===== src/rtl/pe_imem_loader_if.sv =====
// pe_imem_loader_if: host stream, control/status and imem port A bundle.
// master = loader side, slave = host/memory side.
`ifndef DEF_PE_INS_WIDTH
`define DEF_PE_INS_WIDTH 27
`endif

interface pe_imem_loader_if #(
    parameter int DATA_WIDTH = `DEF_PE_INS_WIDTH + 5,
    parameter int ADDR_WIDTH = 13
);
    logic                  iStart;
    logic [ADDR_WIDTH-1:0] iBase_Addr;
    logic [ADDR_WIDTH:0]   iWord_Count;
    logic                  iWr_Valid;
    logic [DATA_WIDTH-1:0] iWr_Data;
    logic                  oWr_Ready;
    logic                  oBus_Valid;
    logic [ADDR_WIDTH-1:0] oBus_Address;
    logic [DATA_WIDTH-1:0] oBus_Write_Data;
    logic                  oBus_Write_Enable;
    logic [DATA_WIDTH-1:0] iBus_Read_Data;
    logic                  oBusy;
    logic                  oDone;
    logic [DATA_WIDTH-1:0] oChecksum;
    logic                  oError;

    modport master (
        input  iStart, iBase_Addr, iWord_Count,
        input  iWr_Valid, iWr_Data, iBus_Read_Data,
        output oWr_Ready, oBus_Valid, oBus_Address,
        output oBus_Write_Data, oBus_Write_Enable,
        output oBusy, oDone, oChecksum, oError
    );

    modport slave (
        output iStart, iBase_Addr, iWord_Count,
        output iWr_Valid, iWr_Data, iBus_Read_Data,
        input  oWr_Ready, oBus_Valid, oBus_Address,
        input  oBus_Write_Data, oBus_Write_Enable,
        input  oBusy, oDone, oChecksum, oError
    );
endinterface


===== src/rtl/pe_imem_loader.sv =====
// pe_imem_loader: streams host words into PE imem port A with XOR checksum.
// Define PE_IMEM_LOADER_VERIFY_EN to add readback checksum verification.
`ifndef DEF_PE_INS_WIDTH
`define DEF_PE_INS_WIDTH 27
`endif

module pe_imem_loader #(
    parameter int DATA_WIDTH = `DEF_PE_INS_WIDTH + 5,
    parameter int ADDR_WIDTH = 13
) (
    input logic              iClk,
    input logic              iReset,
    pe_imem_loader_if.master bus
);
    typedef enum logic [2:0] {
        IDLE, LOAD, VERIFY, DRAIN, DONE
    } state_t;

    localparam logic [ADDR_WIDTH:0] CNT_ONE = 1;

    state_t                state_q, state_d;
    logic [ADDR_WIDTH-1:0] base_q, base_d;
    logic [ADDR_WIDTH:0]   cnt_q, cnt_d;
    logic [ADDR_WIDTH:0]   idx_q, idx_d;
    logic                  bvld_q, bvld_d;
    logic                  bwe_q, bwe_d;
    logic [ADDR_WIDTH-1:0] badr_q, badr_d;
    logic [DATA_WIDTH-1:0] bdat_q, bdat_d;
    logic [DATA_WIDTH-1:0] csum_q, csum_d;
    logic                  done_q, done_d;
    logic                  hs;
    logic                  at_last;
    logic [ADDR_WIDTH-1:0] cur_addr;

`ifdef PE_IMEM_LOADER_VERIFY_EN
    logic [DATA_WIDTH-1:0] vsum_q, vsum_d;
    logic                  rtag_q, rtag_d;
    logic                  rpend_q;
    logic                  rlast_q;
    logic                  err_q, err_d;
`endif

    assign hs       = (state_q == LOAD) && bus.iWr_Valid;
    assign at_last  = (idx_q == cnt_q - CNT_ONE);
    assign cur_addr = base_q + idx_q[ADDR_WIDTH-1:0];

    // State register.
    always_ff @(posedge iClk) begin
        if (iReset) state_q <= IDLE;
        else        state_q <= state_d;
    end

    // Next-state logic.
    always_comb begin
        state_d = state_q;
        unique case (state_q)
            IDLE: begin
                if (bus.iStart)
                    state_d = (bus.iWord_Count == '0) ? DONE : LOAD;
            end
            LOAD: begin
`ifdef PE_IMEM_LOADER_VERIFY_EN
                if (hs && at_last) state_d = VERIFY;
`else
                if (hs && at_last) state_d = DONE;
`endif
            end
`ifdef PE_IMEM_LOADER_VERIFY_EN
            VERIFY: if (at_last) state_d = DRAIN;
            DRAIN:  state_d = DONE;
`endif
            DONE:    state_d = IDLE;
            default: state_d = IDLE;
        endcase
    end

    // Output and datapath next values; bus strobes default low each cycle.
    always_comb begin
        base_d = base_q;
        cnt_d  = cnt_q;
        idx_d  = idx_q;
        bvld_d = 1'b0;
        bwe_d  = 1'b0;
        badr_d = badr_q;
        bdat_d = bdat_q;
        csum_d = csum_q;
        done_d = (state_q == DONE);
`ifdef PE_IMEM_LOADER_VERIFY_EN
        vsum_d = vsum_q;
        rtag_d = 1'b0;
        err_d  = err_q;
        // Read data lands one cycle after the read was on the bus.
        if (rpend_q) begin
            vsum_d = vsum_q ^ bus.iBus_Read_Data;
            if (rlast_q) err_d = (vsum_d != csum_q);
        end
`endif
        unique case (state_q)
            IDLE: begin
                if (bus.iStart) begin
                    base_d = bus.iBase_Addr;
                    cnt_d  = bus.iWord_Count;
                    idx_d  = '0;
                    csum_d = '0;
`ifdef PE_IMEM_LOADER_VERIFY_EN
                    vsum_d = '0;
                    err_d  = 1'b0;
`endif
                end
            end
            LOAD: begin
                if (hs) begin
                    bvld_d = 1'b1;
                    bwe_d  = 1'b1;
                    badr_d = cur_addr;
                    bdat_d = bus.iWr_Data;
                    csum_d = csum_q ^ bus.iWr_Data;
                    idx_d  = at_last ? '0 : idx_q + CNT_ONE;
                end
            end
`ifdef PE_IMEM_LOADER_VERIFY_EN
            VERIFY: begin
                bvld_d = 1'b1;
                badr_d = cur_addr;
                idx_d  = idx_q + CNT_ONE;
                rtag_d = at_last;
            end
`endif
            default: ;
        endcase
    end

    // Datapath and registered bus outputs.
    always_ff @(posedge iClk) begin
        if (iReset) begin
            base_q <= '0;
            cnt_q  <= '0;
            idx_q  <= '0;
            bvld_q <= 1'b0;
            bwe_q  <= 1'b0;
            badr_q <= '0;
            bdat_q <= '0;
            csum_q <= '0;
            done_q <= 1'b0;
        end else begin
            base_q <= base_d;
            cnt_q  <= cnt_d;
            idx_q  <= idx_d;
            bvld_q <= bvld_d;
            bwe_q  <= bwe_d;
            badr_q <= badr_d;
            bdat_q <= bdat_d;
            csum_q <= csum_d;
            done_q <= done_d;
        end
    end

`ifdef PE_IMEM_LOADER_VERIFY_EN
    // Readback tracking: which bus cycle was a read, and whether it was the last.
    always_ff @(posedge iClk) begin
        if (iReset) begin
            vsum_q  <= '0;
            rtag_q  <= 1'b0;
            rpend_q <= 1'b0;
            rlast_q <= 1'b0;
            err_q   <= 1'b0;
        end else begin
            vsum_q  <= vsum_d;
            rtag_q  <= rtag_d;
            rpend_q <= bvld_q & ~bwe_q;
            rlast_q <= rtag_q;
            err_q   <= err_d;
        end
    end
    assign bus.oError = err_q;
`else
    assign bus.oError = 1'b0;
`endif

    assign bus.oWr_Ready         = (state_q == LOAD);
    assign bus.oBusy             = (state_q != IDLE);
    assign bus.oDone             = done_q;
    assign bus.oBus_Valid        = bvld_q;
    assign bus.oBus_Address      = badr_q;
    assign bus.oBus_Write_Data   = bdat_q;
    assign bus.oBus_Write_Enable = bwe_q;
    assign bus.oChecksum         = csum_q;
endmodule


===== src/flat_wrapper.sv =====
// flat-port wrapper written by rule: the top's interface ports become plain ports
module pe_imem_loader_flat 
#(
    parameter int DATA_WIDTH = `DEF_PE_INS_WIDTH + 5,
    parameter int ADDR_WIDTH = 13
)
  (iClk, iReset, bus_iStart, bus_iBase_Addr, bus_iWord_Count, bus_iWr_Valid, bus_iWr_Data, bus_iBus_Read_Data, bus_oWr_Ready, bus_oBus_Valid, bus_oBus_Address, bus_oBus_Write_Data, bus_oBus_Write_Enable, bus_oBusy, bus_oDone, bus_oChecksum, bus_oError);
  pe_imem_loader_if #(.DATA_WIDTH(DATA_WIDTH), .ADDR_WIDTH(ADDR_WIDTH)) bus_i ();
  input logic iClk;
  input logic iReset;
  input wire logic [$bits(bus_i.iStart)-1:0] bus_iStart;
  input wire logic [$bits(bus_i.iBase_Addr)-1:0] bus_iBase_Addr;
  input wire logic [$bits(bus_i.iWord_Count)-1:0] bus_iWord_Count;
  input wire logic [$bits(bus_i.iWr_Valid)-1:0] bus_iWr_Valid;
  input wire logic [$bits(bus_i.iWr_Data)-1:0] bus_iWr_Data;
  input wire logic [$bits(bus_i.iBus_Read_Data)-1:0] bus_iBus_Read_Data;
  output wire logic [$bits(bus_i.oWr_Ready)-1:0] bus_oWr_Ready;
  output wire logic [$bits(bus_i.oBus_Valid)-1:0] bus_oBus_Valid;
  output wire logic [$bits(bus_i.oBus_Address)-1:0] bus_oBus_Address;
  output wire logic [$bits(bus_i.oBus_Write_Data)-1:0] bus_oBus_Write_Data;
  output wire logic [$bits(bus_i.oBus_Write_Enable)-1:0] bus_oBus_Write_Enable;
  output wire logic [$bits(bus_i.oBusy)-1:0] bus_oBusy;
  output wire logic [$bits(bus_i.oDone)-1:0] bus_oDone;
  output wire logic [$bits(bus_i.oChecksum)-1:0] bus_oChecksum;
  output wire logic [$bits(bus_i.oError)-1:0] bus_oError;
  assign bus_i.iStart = bus_iStart;
  assign bus_i.iBase_Addr = bus_iBase_Addr;
  assign bus_i.iWord_Count = bus_iWord_Count;
  assign bus_i.iWr_Valid = bus_iWr_Valid;
  assign bus_i.iWr_Data = bus_iWr_Data;
  assign bus_i.iBus_Read_Data = bus_iBus_Read_Data;
  assign bus_oWr_Ready = bus_i.oWr_Ready;
  assign bus_oBus_Valid = bus_i.oBus_Valid;
  assign bus_oBus_Address = bus_i.oBus_Address;
  assign bus_oBus_Write_Data = bus_i.oBus_Write_Data;
  assign bus_oBus_Write_Enable = bus_i.oBus_Write_Enable;
  assign bus_oBusy = bus_i.oBusy;
  assign bus_oDone = bus_i.oDone;
  assign bus_oChecksum = bus_i.oChecksum;
  assign bus_oError = bus_i.oError;
  pe_imem_loader #(.DATA_WIDTH(DATA_WIDTH), .ADDR_WIDTH(ADDR_WIDTH)) u_core (.iClk(iClk), .iReset(iReset), .bus(bus_i));
endmodule

===== config.mk =====
export PLATFORM = sky130hd
export DESIGN_NAME = pe_imem_loader_flat
export DESIGN_NICKNAME = d
export VERILOG_FILES = /design/src/rtl/pe_imem_loader_if.sv /design/src/rtl/pe_imem_loader.sv /design/src/flat_wrapper.sv
export SDC_FILE = /design/constraint.sdc
export NUM_CORES = 1
export LEC_CHECK = 0
export ABC_AREA = 1
export BUFFER_PORTS_ARGS = -buffer_cell sky130_fd_sc_hd__buf_2
export CORE_MARGIN = 8
export CORE_UTILIZATION = 55
export DETAILED_ROUTE_END_ITERATION = 12
export MAX_ROUTING_LAYER = met4
export PLACE_DENSITY = 0.88
export SETUP_SLACK_MARGIN = 0.5
export SYNTH_ARGS = -nofsm -noshare
export SYNTH_HDL_FRONTEND = slang
export SYNTH_SLANG_ARGS = --single-unit

===== constraint.sdc =====
create_clock -name iClk -period 5.7 [get_ports iClk]
set_input_delay 0.285 -clock iClk [delete_from_list [all_inputs] [get_ports iClk]]
set_output_delay 0.285 -clock iClk [all_outputs]
set_load 0.005 [all_outputs]

# --- Word level (Yosys, flattened, before mapping) ---
# Index checks and enable logic that the tools add are counted.
op_classes:
  n_eq_ne: 6
  muxes: 12
  bitwise: 2
  n_reduce_logical: 11
  add_sub_neg: 3
op_table:
  columns: ["cell", "n"]
  rows:
  - ["2-to-1 mux 32 bit", 2]
  - ["case mux 32 bit (2 select lines)", 1]
  - ["2-to-1 mux 14 bit", 3]
  - ["XOR 32 bit", 1]
  - ["case mux 14 bit (2 select lines)", 1]
  - ["adder 14 x 1 -> 14 bit (second input constant)", 1]
  - ["equality test 14 bit", 1]
  - ["logical NOT 14 bit", 1]
  - ["subtractor 14 x 1 -> 14 bit (second input constant)", 1]
  - ["adder 13 bit", 1]
  - ["2-to-1 mux 3 bit", 3]
  - ["case mux 3 bit (2 select lines)", 1]
  - ["AND reduction 2 bit", 3]
  - ["!= test 2 x 1 -> 1 bit (second input constant)", 2]
  - ["equality test 3 x 1 -> 1 bit (second input constant)", 1]
  - ["equality test 3 bit (second input constant)", 1]
  - ["logical NOT 3 bit", 1]
  - ["AND reduction 3 bit", 1]
  - ["nonzero test 3 bit", 1]
  - ["logical AND 1 bit", 2]
  - ["!= test 2 bit (second input constant)", 1]
  - ["nonzero test 2 bit", 1]
  - ["OR reduction 2 bit", 1]
  - ["2-to-1 mux 1 bit", 1]
  - ["inverter 1 bit", 1]
word_totals:
  in_bits: 95
  wordCells: 43
  output_inout_bits: 83
  ff_bits: 123

# --- Longest topological paths before layout ---
# Gate-level depths: netlist of run 1.
logic_depth:
  depth_word: 5
  ltp_mapped: 15
  depth_no_buf: 14

# --- Worst setup path before layout of run 1 ---
# OpenSTA, ideal clock, no wires.
synth_path:
  kind: "reg-to-reg"
  start: "reg u_core.idx_q[0]"
  end: "reg u_core.badr_q[10] (netlist: u_core.bus.oBus_Address[10])"
  setup_slack_ns: 3.770
  required_time_ns: 5.591
  arrival_time_ns: 1.821
  setup_ns: 0.109
  path_buffers: 0
  stages_incl_launch_ff: 12
  period_less_slack_ns: 1.930
  path_cell_list: "dfxtp_1 -> ha_1 -> inv_1 -> fa_1 -> nor2_1 -> a211oi_1 -> o21ai_0 -> nand3_1 -> nand3_1 -> nand3_1 -> nand2_1 -> inv_1"
synth_via:
  elab_chain_cells: 1
synth_rtl:
  columns: ["item", "line_no", "rtl"]
  rows:
  - ["start: declaration", "pe_imem_loader.sv:24", "logic [ADDR_WIDTH:0] idx_q, idx_d;"]
  - ["start signal: assignment", "pe_imem_loader.sv:148", "idx_q <= idx_d;"]
  - ["adder 13 bit", "pe_imem_loader.sv:45", "assign cur_addr = base_q + idx_q[ADDR_WIDTH-1:0];"]
  - ["end signal: assignment", "pe_imem_loader.sv:151", "badr_q <= badr_d;"]
  - ["end: declaration", "pe_imem_loader.sv:27", "logic [ADDR_WIDTH-1:0] badr_q, badr_d;"]
# Every way passes these cells.
# A chain may end at the register's enable or synchronous reset.

# --- Worst setup path in the final report of run 1 ---
layout_path:
  start: "reg u_core.state_q[0]"
  end: "reg u_core.csum_q[27] (netlist: u_core.bus.oChecksum[27])"
layout_via:
  elab_chain_cells: 4
  word_cells_on_any_way: 8
  classes_between: "eq/ne (3); mux (1); reduce/logical (4)"
layout_rtl:
  columns: ["item", "line_no", "rtl"]
  rows:
  - ["start: declaration", "pe_imem_loader.sv:21", "state_t state_q, state_d;"]
  - ["start signal: assignment", "pe_imem_loader.sv:50", "else state_q <= state_d;"]
  - ["equality test 3 x 1 -> 1 bit", "pe_imem_loader.sv:43, pe_imem_loader.sv:98", null]
  - ["logical AND 1 bit", "pe_imem_loader.sv:43", "assign hs = (state_q == LOAD) && bus.iWr_Valid;"]
  - ["!= test 2 x 1 -> 1 bit (no source line)", null, null]
  - ["AND reduction 3 bit (no source line)", null, null]
  - ["end signal: assignment", "pe_imem_loader.sv:153", "csum_q <= csum_d;"]
  - ["end: declaration", "pe_imem_loader.sv:29", "logic [DATA_WIDTH-1:0] csum_q, csum_d;"]
# Parallel ways exist; a longest one is shown, timed or not.

==> key figures, run 1 <==
CTS
  • Clock sink total: 122
  • Clock H-tree levels: 4
  • Root Buffer: clkbuf_8
  • Max Root-Sink Buffers: 2
  • Reg clk slew, reported paths: 0.06 ns
  • CTS tree: built
  • Number of buffers created by CTS: 17
  • Post-CTS sizing: 0
  • Clk_lat worst skew: 0.53 ns

Placement
  • I/O Buffers: 144
  • Routability cong.: 0.888
  • HPWL Detailed: around 11 mm

GRT
  • GRT Util Overall: 0.245
  • First-pass GRT wire length: 27.7 mm
  • Initial antenna violation count: 0
  • Total gr overflow: 0
  • Largest net degree at the start of global routing: 65
  • Vias in the first global route: 5,838

Critical path
  • Crit start category: register
  • CP delay by family, top: buffers and inverters
  • Crit. End Element: register
  • Flop2flop setup slack: 2.76 ns
  • Worst path bufs/invs: 3
  • Critical register-to-register path startpoint: u_core.state_q[0]
  • Worst EP arrival: 3.38 ns
  • CP max stage delay: 0.68 ns
  • CP cell instances: nand2_1 > inv_2 > nand2_2 > inv_4 > nor2_8 > inv_4 > nand2_1 > or2_2 > a21oi_1
  • Data required, critical path: slightly above 6 ns
  • Worst setup startpoint: u_core.state_q[0]
  • CP max-delay cell: inv_4
  • CP Class: reg2reg
  • Crit-path max FO: 64

Layout
  • Commonest non-fill, non-tap cell in the layout: nand2_1
  • Synth-to-Final Area Change: 25.6%
  • Fill cells: 877
  • Layout cells sized above 1: 0.224
  • Most frequent cells in the layout: nand2_1, buf_2, dfxtp_1, a21oi_1, inv_1
  • Ant diodes: 0
  • Nets: 1,077
  • Core Util, Final: 0.699

Power and ir drop
  • Switch share: 0.284
  • Lkg Pwr: 3.59 nW
  • Pwr dens: 316 nW/µm²
  • NetSw: 0.671 mW
  • Combinational Power Share: 0.163
  • Seq pwr share: 0.403
  • Worst VDD drop: 0.000206 V
  • Tot Pwr: ~2.4 mW
  • Clock power share: 0.434
  • Internal power: 1.69 mW

Synthesis
  • Ranking of synthesized cells by area: dfxtp_1, nand2_1, a21oi_1
  • Asr flop ratio synth: 0
  • Post-Syn Nets: about 930
  • Syn avg cell area: 7.28 µm²
  • Share of the yosys chip area belonging to registers: 0.410
  • Post-Syn Area: 5950 µm²
  • Distinct cell type count after synthesis: 48
  • Synth Flop Type: dfxtp_1
  • Post-synth top area share: 0.410
  • Synth Warn #: 0
  • #FFs+latches synth: 122
  • Cell accounting for the most synthesized area: dfxtp_1
  • Post-synth EDFFs: 0
  • Mapped Cells: 818

Run status
  • Status: finished clean

STA
  • Worst slew pin tran: 0.911 ns
  • Total negative setup slack: 0 ns
  • Final period utilization: 0.515
  • Final setup vio count: 0
  • Clock Skews: between 0.01 and 0.015 ns
  • Rel. slew slack: 0.390
  • RSZ-0062 raised after global routing: no
  • Max-slew violations: 0
  • FMAX: 341 MHz
  • Min Tclk post-route: 2.94 ns
  • Final Hold Vio Count: 0

Flow run
  • Maxcap violations: 0

Drt
  • Via Count: 6,044
  • 1st-iter DRT viols: 385
  • Drt wl/cell: 15.4 µm
  • Met2 wire len: around 8.5 mm
  • DRC: 0
  • Met3 wire len: roughly 1.1 mm
  • First-pass DRT Iterations: 5
  • Post-Route M1 WL: 7.05 mm
  • Via density: ~5.4
  • DRT antenna net count: 0
  • Total Wirelength: 17.3 mm
  • Max layer used: met4

Die
  • Die Y: 120 µm
  • # IOs: between 150 and 200
  • FP Rows: 38
  • Initial Util: 0.556
  • Die width: 120 µm
  • Die area: between 10,000 and 15,000 µm²
  • Core area: between 10,000 and 15,000 µm²

Hold path
  • Hold Startpoint: bus_iWord_Count[10]
  • Min-delay worst type: in2reg
## cells in the mapped netlist (2+ instances only)
cell type	number
nand3_2	2
clkinv_1	2
o211ai_1	2
nand4_1	15
nor2_1	64
nor2_4	5
buf_1	4
and3_1	15
buf_2	4
or2_2	5
nor2_8	2
inv_2	6
o21ai_0	58
o221ai_1	2
o21bai_1	3
buf_4	2
nand3b_1	8
nor3_1	21
a21oi_1	97
nand3_1	36
ha_1	14
xor2_1	13
nand2_2	6
nand2_1	164
o31ai_1	5
nor2_2	8
dfxtp_1	122
xnor2_1	9
clkbuf_1	23
inv_1	73
a21oi_2	3
inv_4	2
o21ai_1	4
or2_1	5
## area by class of cell
| class | count | area [µm²] | area share |
|---|---|---|---|
| flip-flops and latches | 122 | 2440 | 0.327 |
| multi-input cells | 578 | 3040 | 0.407 |
| clock inverters | 10 | 91.3 | 0.0122 |
| clock buffers | 22 | 483 | 0.0646 |
| well taps | 140 | 175 | 0.0234 |
| inverters | 83 | 317 | 0.0424 |
| repair buffers | 165 | 926 | 0.124 |
## stage by stage
step | cells | hold slack (ns) | setup WS (ns) | area (µm²)
3_3_place_gp | 1069 | 0.434 | 2.86 | 6710
6_report | 1120 | 0.0115 | 2.76 | 7470
3_5_place_dp | 1069 | 0.438 | 2.80 | 6710
5_1_grt | 1120 | 0.0147 | 2.50 | 7470
4_1_cts | 1120 | 0.00210 | 2.79 | 7470
2_1_floorplan | 818 | 0.420 | 3.77 | 5950
## final timing paths
check,to,depth (start not counted)
setup / recovery,u_core.bus.oChecksum[27],9
hold / removal,u_core.cnt_q[10],3
setup reg to reg,u_core.bus.oChecksum[27],9
hold reg to reg,u_core.bus.oChecksum[30],1
## routing by layer
| metal | vias up | track usage |
|---|---|---|
| li1 | 2990 | - |
| met1 | 2747 | 0.275 |
| met2 | 258 | 0.401 |
| met3 | 49 | 0.0587 |
| met4 | 0 | 0.122 |
| met5 | - | - |
## state kept, by name (all words and copies together) (netlist names)
signal and count:
u_core.base_q 13, u_core.bus.oBus_Address 13, u_core.bus.oBus_Valid 1, u_core.bus.oBus_Write_Data 32, u_core.bus.oChecksum 32, u_core.bus.oDone 1
u_core.cnt_q 14, u_core.idx_q 14, u_core.state_q 2
## kinds of logic (layout without fill, tap and decap cells)
logic type / Yosys count / after routing / share of synthesized area
XOR/XNOR: 22 / 22 / 0.0324
AND/OR/NAND/NOR: 360 / 360 / 0.284
AO/OA/AOI/OAI: 180 / 180 / 0.161
adder cells (fa/ha/maj): 15 / 15 / 0.0328
other: 1 / 1 / 0.000630
buffers and inverters: 118 / 280 / 0.0788
flip-flops: 122 / 122 / 0.410
## power by group through the flow
stage	Clock, mW	Combinational [mW]	Sequential, mW
2_1_floorplan	0	0.250	0.963
3_3_place_gp	0	0.356	0.965
3_5_place_dp	0	0.366	0.966
4_1_cts	1.03	0.380	0.950
5_1_grt	1.08	0.432	0.957
6_report	1.03	0.384	0.952
## repair_timing
item | CTS | global route
hold buffers | 19 | 0
endpoints found under the hold margin | 19 | 0
setup buffers | 0 | 0
## worst min-delay path, stage by stage
cell and delay (ns):
buf_2 0.07, inv_1 0.04, a21oi_1 0.10
Note: power is estimated with default switching activity, not from simulation.
==> run 2: changes to the inputs <==
- CORE_UTILIZATION: 55 -> 52
- PLACE_DENSITY: 0.88 -> 0.84
- clock period: 5.7 -> 3 ns (I/O delays scaled with it)
==> run 2 against run 1 <==
  * Non-clock buffer count is 28 higher
  * Largest power group unchanged
  * Global-route usage shrank 0.55 points
  * Clock power grew 110%
  * Total power up 100%
  * Core utilization is 0.67 points lower
  * Combinational power is 99% higher
  * Final cell count grew 2.8%
==> key figures, run 2 (synthesized netlist as in run 1, its figures left out) <==
Run status
  • Status: finished clean

STA
  • Final setup vio count: 0 (unchanged)
  • Max-slew violations: 0 (unchanged)
  • Final Hold Vio Count: 0 (unchanged)
  • Worst slew pin tran: 0.831 ns (-0.0802 ns)
  • Total negative setup slack: 0 ns (unchanged)
  • Rel. slew slack: 0.444 (+0.0537)
  • Final period utilization: 0.713 (+0.198)
  • RSZ-0062 raised after global routing: no
  • Clock Skews: 0.00906 ns (-0.00182 ns)
  • Fin Hold WS: 0.00548 ns (-0.00601 ns)
  • Min Tclk post-route: 2.14 ns (-0.797 ns)
  • FMAX: 468 MHz (+37%)

Layout
  • Storage cell area: 2440 µm² (unchanged)
  • Commonest non-fill, non-tap cell in the layout: nand2_1
  • Nets: 1,105 (+2.6%)
  • Synth-to-Final Area Change: 31.0%
  • Multi-input gate area: 3040 µm² (unchanged)
  • Most frequent cells in the layout: nand2_1, buf_2, dfxtp_1, a21oi_1, inv_1
  • Layout cells sized above 1: 0.220 (-0.00403)
  • Fill cells: 870 (-0.80%)

Die
  • Initial Util: 0.528 (-0.0283)
  • Die area: 15,100 µm² (+5.0%)
  • Die Y: 123 µm (+2.5%)
  • Core area: 11,300 µm² (+5.4%)
  • FP Rows: 39 (+2.6%)
  • Die width: 123 µm (+2.5%)
  • # IOs: 178 (unchanged)

Critical path
  • Data required, critical path: 3.32 ns (-2.82 ns)
  • CP Class: reg2reg
  • Reg2reg end: u_core.bus.oBus_Address[10]
  • Critical register-to-register path startpoint: u_core.idx_q[0]
  • Crit. End Element: register
  • Flop2flop setup slack: 0.86 ns (-1.90 ns)
  • Crit start category: register
  • Worst EP arrival: 2.46 ns (-0.92 ns)
  • FF-to-FF path depth: 11 (+2)
  • Crit-path max FO: 4 (-94%)

Hold path
  • Worst Hold Path Cells: 3 (unchanged)
  • Hold Startpoint: bus_iWr_Data[13]
  • Min-delay worst type: in2reg
  • Hold endpoint: u_core.bus.oBus_Write_Data[13]

CTS
  • CTS tree: built
  • Number of buffers created by CTS: 17 (unchanged)
  • Clk_lat worst skew: 0.42 ns (-0.11 ns)
  • Clock sink total: 122 (unchanged)
  • Clock H-tree levels: 4 (unchanged)
  • Root Buffer: clkbuf_16
  • Max Root-Sink Buffers: 2 (unchanged)
  • Reg clk slew, reported paths: 0.06 ns (about the same)

Drt
  • Total Wirelength: 17.6 mm (+1.9%)
  • Via Count: 6,035 (-0.15%)
  • First-pass DRT Iterations: 5 (unchanged)
  • DRT antenna net count: 0 (unchanged)
  • Drt wl/cell: 15.3 µm (-0.82%)
  • Via density: 5.24 (-2.8%)
  • DRC: 0 (unchanged)
  • 1st-iter DRT viols: 508 (+32%)

Power and ir drop
  • Worst VDD drop: 0.000588 V (+190%)
  • Lkg Pwr: 3.72 nW (+3.6%)
  • Pwr dens: 604 nW/µm² (+91%)
  • Tot Pwr: 4.71 mW (+100%)

GRT
  • Initial antenna violation count: 0 (unchanged)
  • Total gr overflow: 0 (unchanged)
  • GRT Util Overall: 0.239 (-0.00550)
  • Vias in the first global route: 5,903 (+1.1%)
  • Largest net degree at the start of global routing: 64 (-1.5%)
  • First-pass GRT wire length: 28.0 mm (+1.2%)

Placement
  • HPWL Detailed: 11.6 mm (+2.9%)
  • Routability cong.: 0.921 (+3.7%)
  • I/O Buffers: 144 (unchanged)

Flow run
  • Maxcap violations: 0 (unchanged)
-- run 2: cell types whose count changed in the layout (fill, tap and decap cells not counted), sizes merged --
cell and change:
clkinvlp +1, bufinv +2, diode +1, clkinv -4, buf +4, dlygate4sd3 +24
-- run 2: worst max path at each step --
| stage | startpoint | end |
|---|---|---|
| after floorplan | u_core.idx_q[0] | u_core.bus.oBus_Address[10] |
| after global placement | u_core.idx_q[0] | u_core.bus.oBus_Address[10] |
| after detailed placement | u_core.idx_q[0] | u_core.bus.oBus_Address[10] |
| after CTS | u_core.idx_q[0] | u_core.bus.oBus_Address[10] |
| after global routing | u_core.idx_q[0] | u_core.bus.oBus_Address[10] |
| final | u_core.idx_q[0] | u_core.bus.oBus_Address[10] |
-- run 2: worst max-delay path, cell delays in order (launching register included) --
cell	delay, ns
dfxtp_1	0.38
ha_1	0.24
inv_1	0.08
fa_1	0.39
nor2_1	0.16
a211oi_1	0.10
o21ai_1	0.26
nand3_1	0.13
nand3_1	0.09
nand3_1	0.08
nand2_1	0.09
inv_1	0.04
-- run 2: report_power, final --
group	switching, mW	total (mW)	internal, mW
clock network	0.746	2.14	1.39
registers	0.0781	1.81	1.73
logic	0.462	0.764	0.302
total	1.29	4.71	3.42
-- run 2: per-stage QoR --
step / std cells / setup WS, ns / cell area, µm² / utilization
after floorplan: 818 / 1.07 / 5950 / -
after global placement: 1076 / 0.768 / 6740 / 0.598
after detailed placement: 1076 / 0.783 / 6740 / 0.598
after CTS: 1150 / 0.746 / 7800 / 0.692
after global routing: 1150 / 0.603 / 7800 / 0.692
final: 1151 / 0.862 / 7800 / 0.692
-- run 2: final cells by class --
class | instances | area share
timing repair buffer | 193 | 0.153
clock inverter | 9 | 0.0178
inverter | 83 | 0.0406
antenna | 1 | 0.000321
multi-input combinational | 578 | 0.390
clock buffer | 22 | 0.0621
tap | 143 | 0.0229
sequential | 122 | 0.313
-- run 2: per-layer routing --
metal	GRT usage	vias up	wire length (µm)
li1	-	3048	-
met1	0.280	2766	7650
met2	0.385	189	8600
met3	0.0603	32	940
met4	0.0986	0	401
met5	-	-	0
-- run 2: what timing repair did --
item                                   4_1_cts  5_1_grt
hold buffers                                43        0
endpoints found under the hold margin       43        0
resized for setup                            0        1
setup endpoints to repair                    0        1
setup buffers                                0        0
==> run 3: changes to the inputs <==
- CORE_UTILIZATION: 52 -> 47
- PLACE_DENSITY: 0.84 -> 0.81
- clock period: 3 -> 1.95 ns (I/O delays scaled with it)
==> run 3 against run 2 <==
  * The run now ends with setup timing left
  * Die area rose by 9.2%
  * Maximum frequency increased by 0.81%
  * Count of clock-buffer cells in the layout is 4 lower
  * Via count grew 19%
  * Sequential share of layout area is 5.0 points lower
  * Clock skew down 0.0044 ns
  * Cell area grew 21%
  * Hold slack improved by 0.016 ns
  * Non-clock buffer count increased by 73
  * First-iteration DRC count rose by 43%
  * Combinational power is 130% higher
  * Sequential power is 55% higher
  * Critical endpoint is now u_core.bus.oBus_Address[12]
  * Largest cell class unchanged
  * Largest power group unchanged
==> key figures, run 3 (synthesized netlist as in run 1, its figures left out) <==
Placement
  • Routability cong.: 0.919 (-0.28%)
  • I/O Buffers: 144 (unchanged)
  • HPWL Detailed: 12.0 mm (+3.4%)
  • Post-Place Worst Slack: 0.0332 ns (-0.750 ns)

STA
  • Worst slew pin tran: 0.614 ns (-0.217 ns)
  • Max-slew violations: 0 (unchanged)
  • Final Hold Vio Count: 0 (unchanged)
  • Final critical-path setup slack: -0.171 ns (-1.03 ns)
  • Rel. slew slack: 0.590 (+0.147)
  • Final period utilization: 1.09 (+0.375)
  • Total negative setup slack: -0.213 ns (-0.213 ns)
  • Fin Hold WS: 0.0215 ns (+0.0160 ns)
  • Final setup vio count: 2 (+2)
  • Clock Skews: 0.00469 ns (-0.00437 ns)
  • Min Tclk post-route: 2.12 ns (-0.0173 ns)
  • RSZ-0062 raised after global routing: yes
  • FMAX: 472 MHz (+0.81%)

Hold path
  • Min-delay worst type: in2reg
  • Hold Startpoint: bus_iStart
  • Hold endpoint: u_core.state_q[2]
  • Worst Hold Path Cells: 5 (+2)

GRT
  • Total gr overflow: 0 (unchanged)
  • First-pass GRT wire length: 31.8 mm (+13%)
  • GRT Util Overall: 0.247 (+0.00774)
  • Vias in the first global route: 6,616 (+12%)
  • Largest net degree at the start of global routing: 64 (unchanged)
  • Initial antenna violation count: 1 (+1)

CTS
  • Number of buffers created by CTS: 17 (unchanged)
  • Clock H-tree levels: 4 (unchanged)
  • Max Root-Sink Buffers: 2 (unchanged)
  • Root Buffer: clkbuf_16
  • Clk_lat worst skew: 0.42 ns (about the same)
  • Clock sink total: 122 (unchanged)
  • Reg clk slew, reported paths: 0.06 ns (about the same)
  • CTS tree: built

Drt
  • Via Count: 7,174 (+19%)
  • 1st-iter DRT viols: 724 (+43%)
  • Met3 wire len: 2.18 mm (+130%)
  • Drt wl/cell: 19.4 µm (+27%)
  • Total Wirelength: 24.5 mm (+39%)
  • Via density: 5.69 (+8.5%)
  • Post-Route M1 WL: 9.17 mm (+20%)
  • DRT antenna net count: 0 (unchanged)
  • Max layer used: met4
  • First-pass DRT Iterations: 6 (+1)
  • DRC: 0 (unchanged)
  • Met2 wire len: 11.4 mm (+33%)

Critical path
  • Data required, critical path: 2.26 ns (-1.06 ns)
  • CP cell instances: ha_1 > a21oi_1 > nor3_1 > nor2_1 > nand3_1 > nand2_1 > nand3_1 > nand2_1 > inv_1
  • Flop2flop setup slack: -0.17 ns (-1.03 ns)
  • CP max-delay cell: dfxtp_2
  • Critical register-to-register path startpoint: u_core.idx_q[9]
  • Worst EP arrival: 2.44 ns (-0.02 ns)
  • Crit start category: register
  • FF-to-FF path depth: 9 (-2)
  • CP Class: reg2reg
  • CP max stage delay: 0.45 ns (+0.06 ns)
  • Crit. End Element: register
  • Reg2reg end: u_core.bus.oBus_Address[12]
  • Crit-path max FO: 7 (+3)

Die
  • FP Rows: 41 (+5.1%)
  • Die area: 16,500 µm² (+9.2%)
  • Initial Util: 0.476 (-0.0525)
  • Core area: 12,500 µm² (+11%)
  • Die Y: 129 µm (+4.5%)
  • # IOs: 178 (unchanged)
  • Die width: 129 µm (+4.5%)

Layout
  • Layout cells sized above 1: 0.379 (+0.159)
  • Nets: 1,183 (+7.1%)
  • Most frequent cells in the layout: nand2_1, buf_2, dfxtp_1, a21oi_1, inv_1
  • Synth-to-Final Area Change: 58.1%
  • Commonest non-fill, non-tap cell in the layout: nand2_1

Flow run
  • Maxcap violations: 0 (unchanged)

Power and ir drop
  • Lkg Pwr: 4.27 nW (+15%)
  • Pwr dens: 822 nW/µm² (+36%)
  • Worst VDD drop: 0.000583 V (-0.76%)
  • Tot Pwr: 7.74 mW (+64%)

Run status
  • Violated checks: setup timing
  • Status: finished with violations
## run 3: worst max-delay path: cells and delay by family, from the launching register on
family / cells / cell delay, ns
adder cells (fa/ha/maj): 1 / 0.35
flip-flops: 1 / 0.45
buffers and inverters: 1 / 0.04
AO/OA/AOI/OAI: 1 / 0.37
AND/OR/NAND/NOR: 6 / 0.81
## run 3: metal layers
metal / global-route usage / up-vias
met1: 0.271 / 3305
met5: - / -
li1: - / 3215
met4: 0.126 / 0
met2: 0.413 / 484
met3: 0.0571 / 170
## run 3: what timing repair did
| action | 4_1_cts | 5_1_grt |
|---|---|---|
| pin swaps | 33 | 30 |
| setup endpoints to repair | 78 | 111 |
| resized for setup | 86 | 113 |
| hold buffers | 60 | 0 |
| gates cloned | 5 | 6 |
| buffers inserted | 18 | 20 |
| endpoints found under the hold margin | 74 | 0 |
## run 3: worst max-delay path by stage
stage	from	end	slack, ns	cells past startpoint
global placement	u_core.cnt_q[1]	u_core.idx_q[3]	0.08	11
detailed placement	u_core.idx_q[0]	u_core.bus.oBus_Address[10]	0.03	11
global route	u_core.idx_q[9]	u_core.bus.oBus_Address[12]	-0.18	9
finish	u_core.idx_q[9]	u_core.bus.oBus_Address[12]	-0.17	9
floorplan	u_core.idx_q[0]	u_core.bus.oBus_Address[10]	0.24	11
CTS	u_core.idx_q[0]	u_core.bus.oBus_Address[8]	0.19	10
## run 3: through the flow
stage | area [µm²] | cells | util
after floorplan | 6090 | 818 | -
after global placement | 7020 | 1117 | 0.561
after detailed placement | 7020 | 1117 | 0.561
after CTS | 8710 | 1232 | 0.696
after global routing | 9410 | 1259 | 0.752
final | 9410 | 1261 | 0.752
## run 3: where the power goes
| group | total, mW | leakage, nW | internal [mW] | switching [mW] |
|---|---|---|---|---|
| combinational | 1.78 | 2.99 | 0.790 | 0.989 |
| clock | 3.15 | 0.275 | 1.92 | 1.23 |
| sequential | 2.81 | 1.01 | 2.66 | 0.155 |
## run 3: cell type report
type	instances	area, µm²
sequential	122	2470
clock buffer	18	439
timing repair buffer	266	2060
inverter	83	348
fill	791	3100
clock inverter	14	148
tap	172	215
antenna	3	7.51
multi-input combinational	579	3680
timing repair inverter	4	42.5
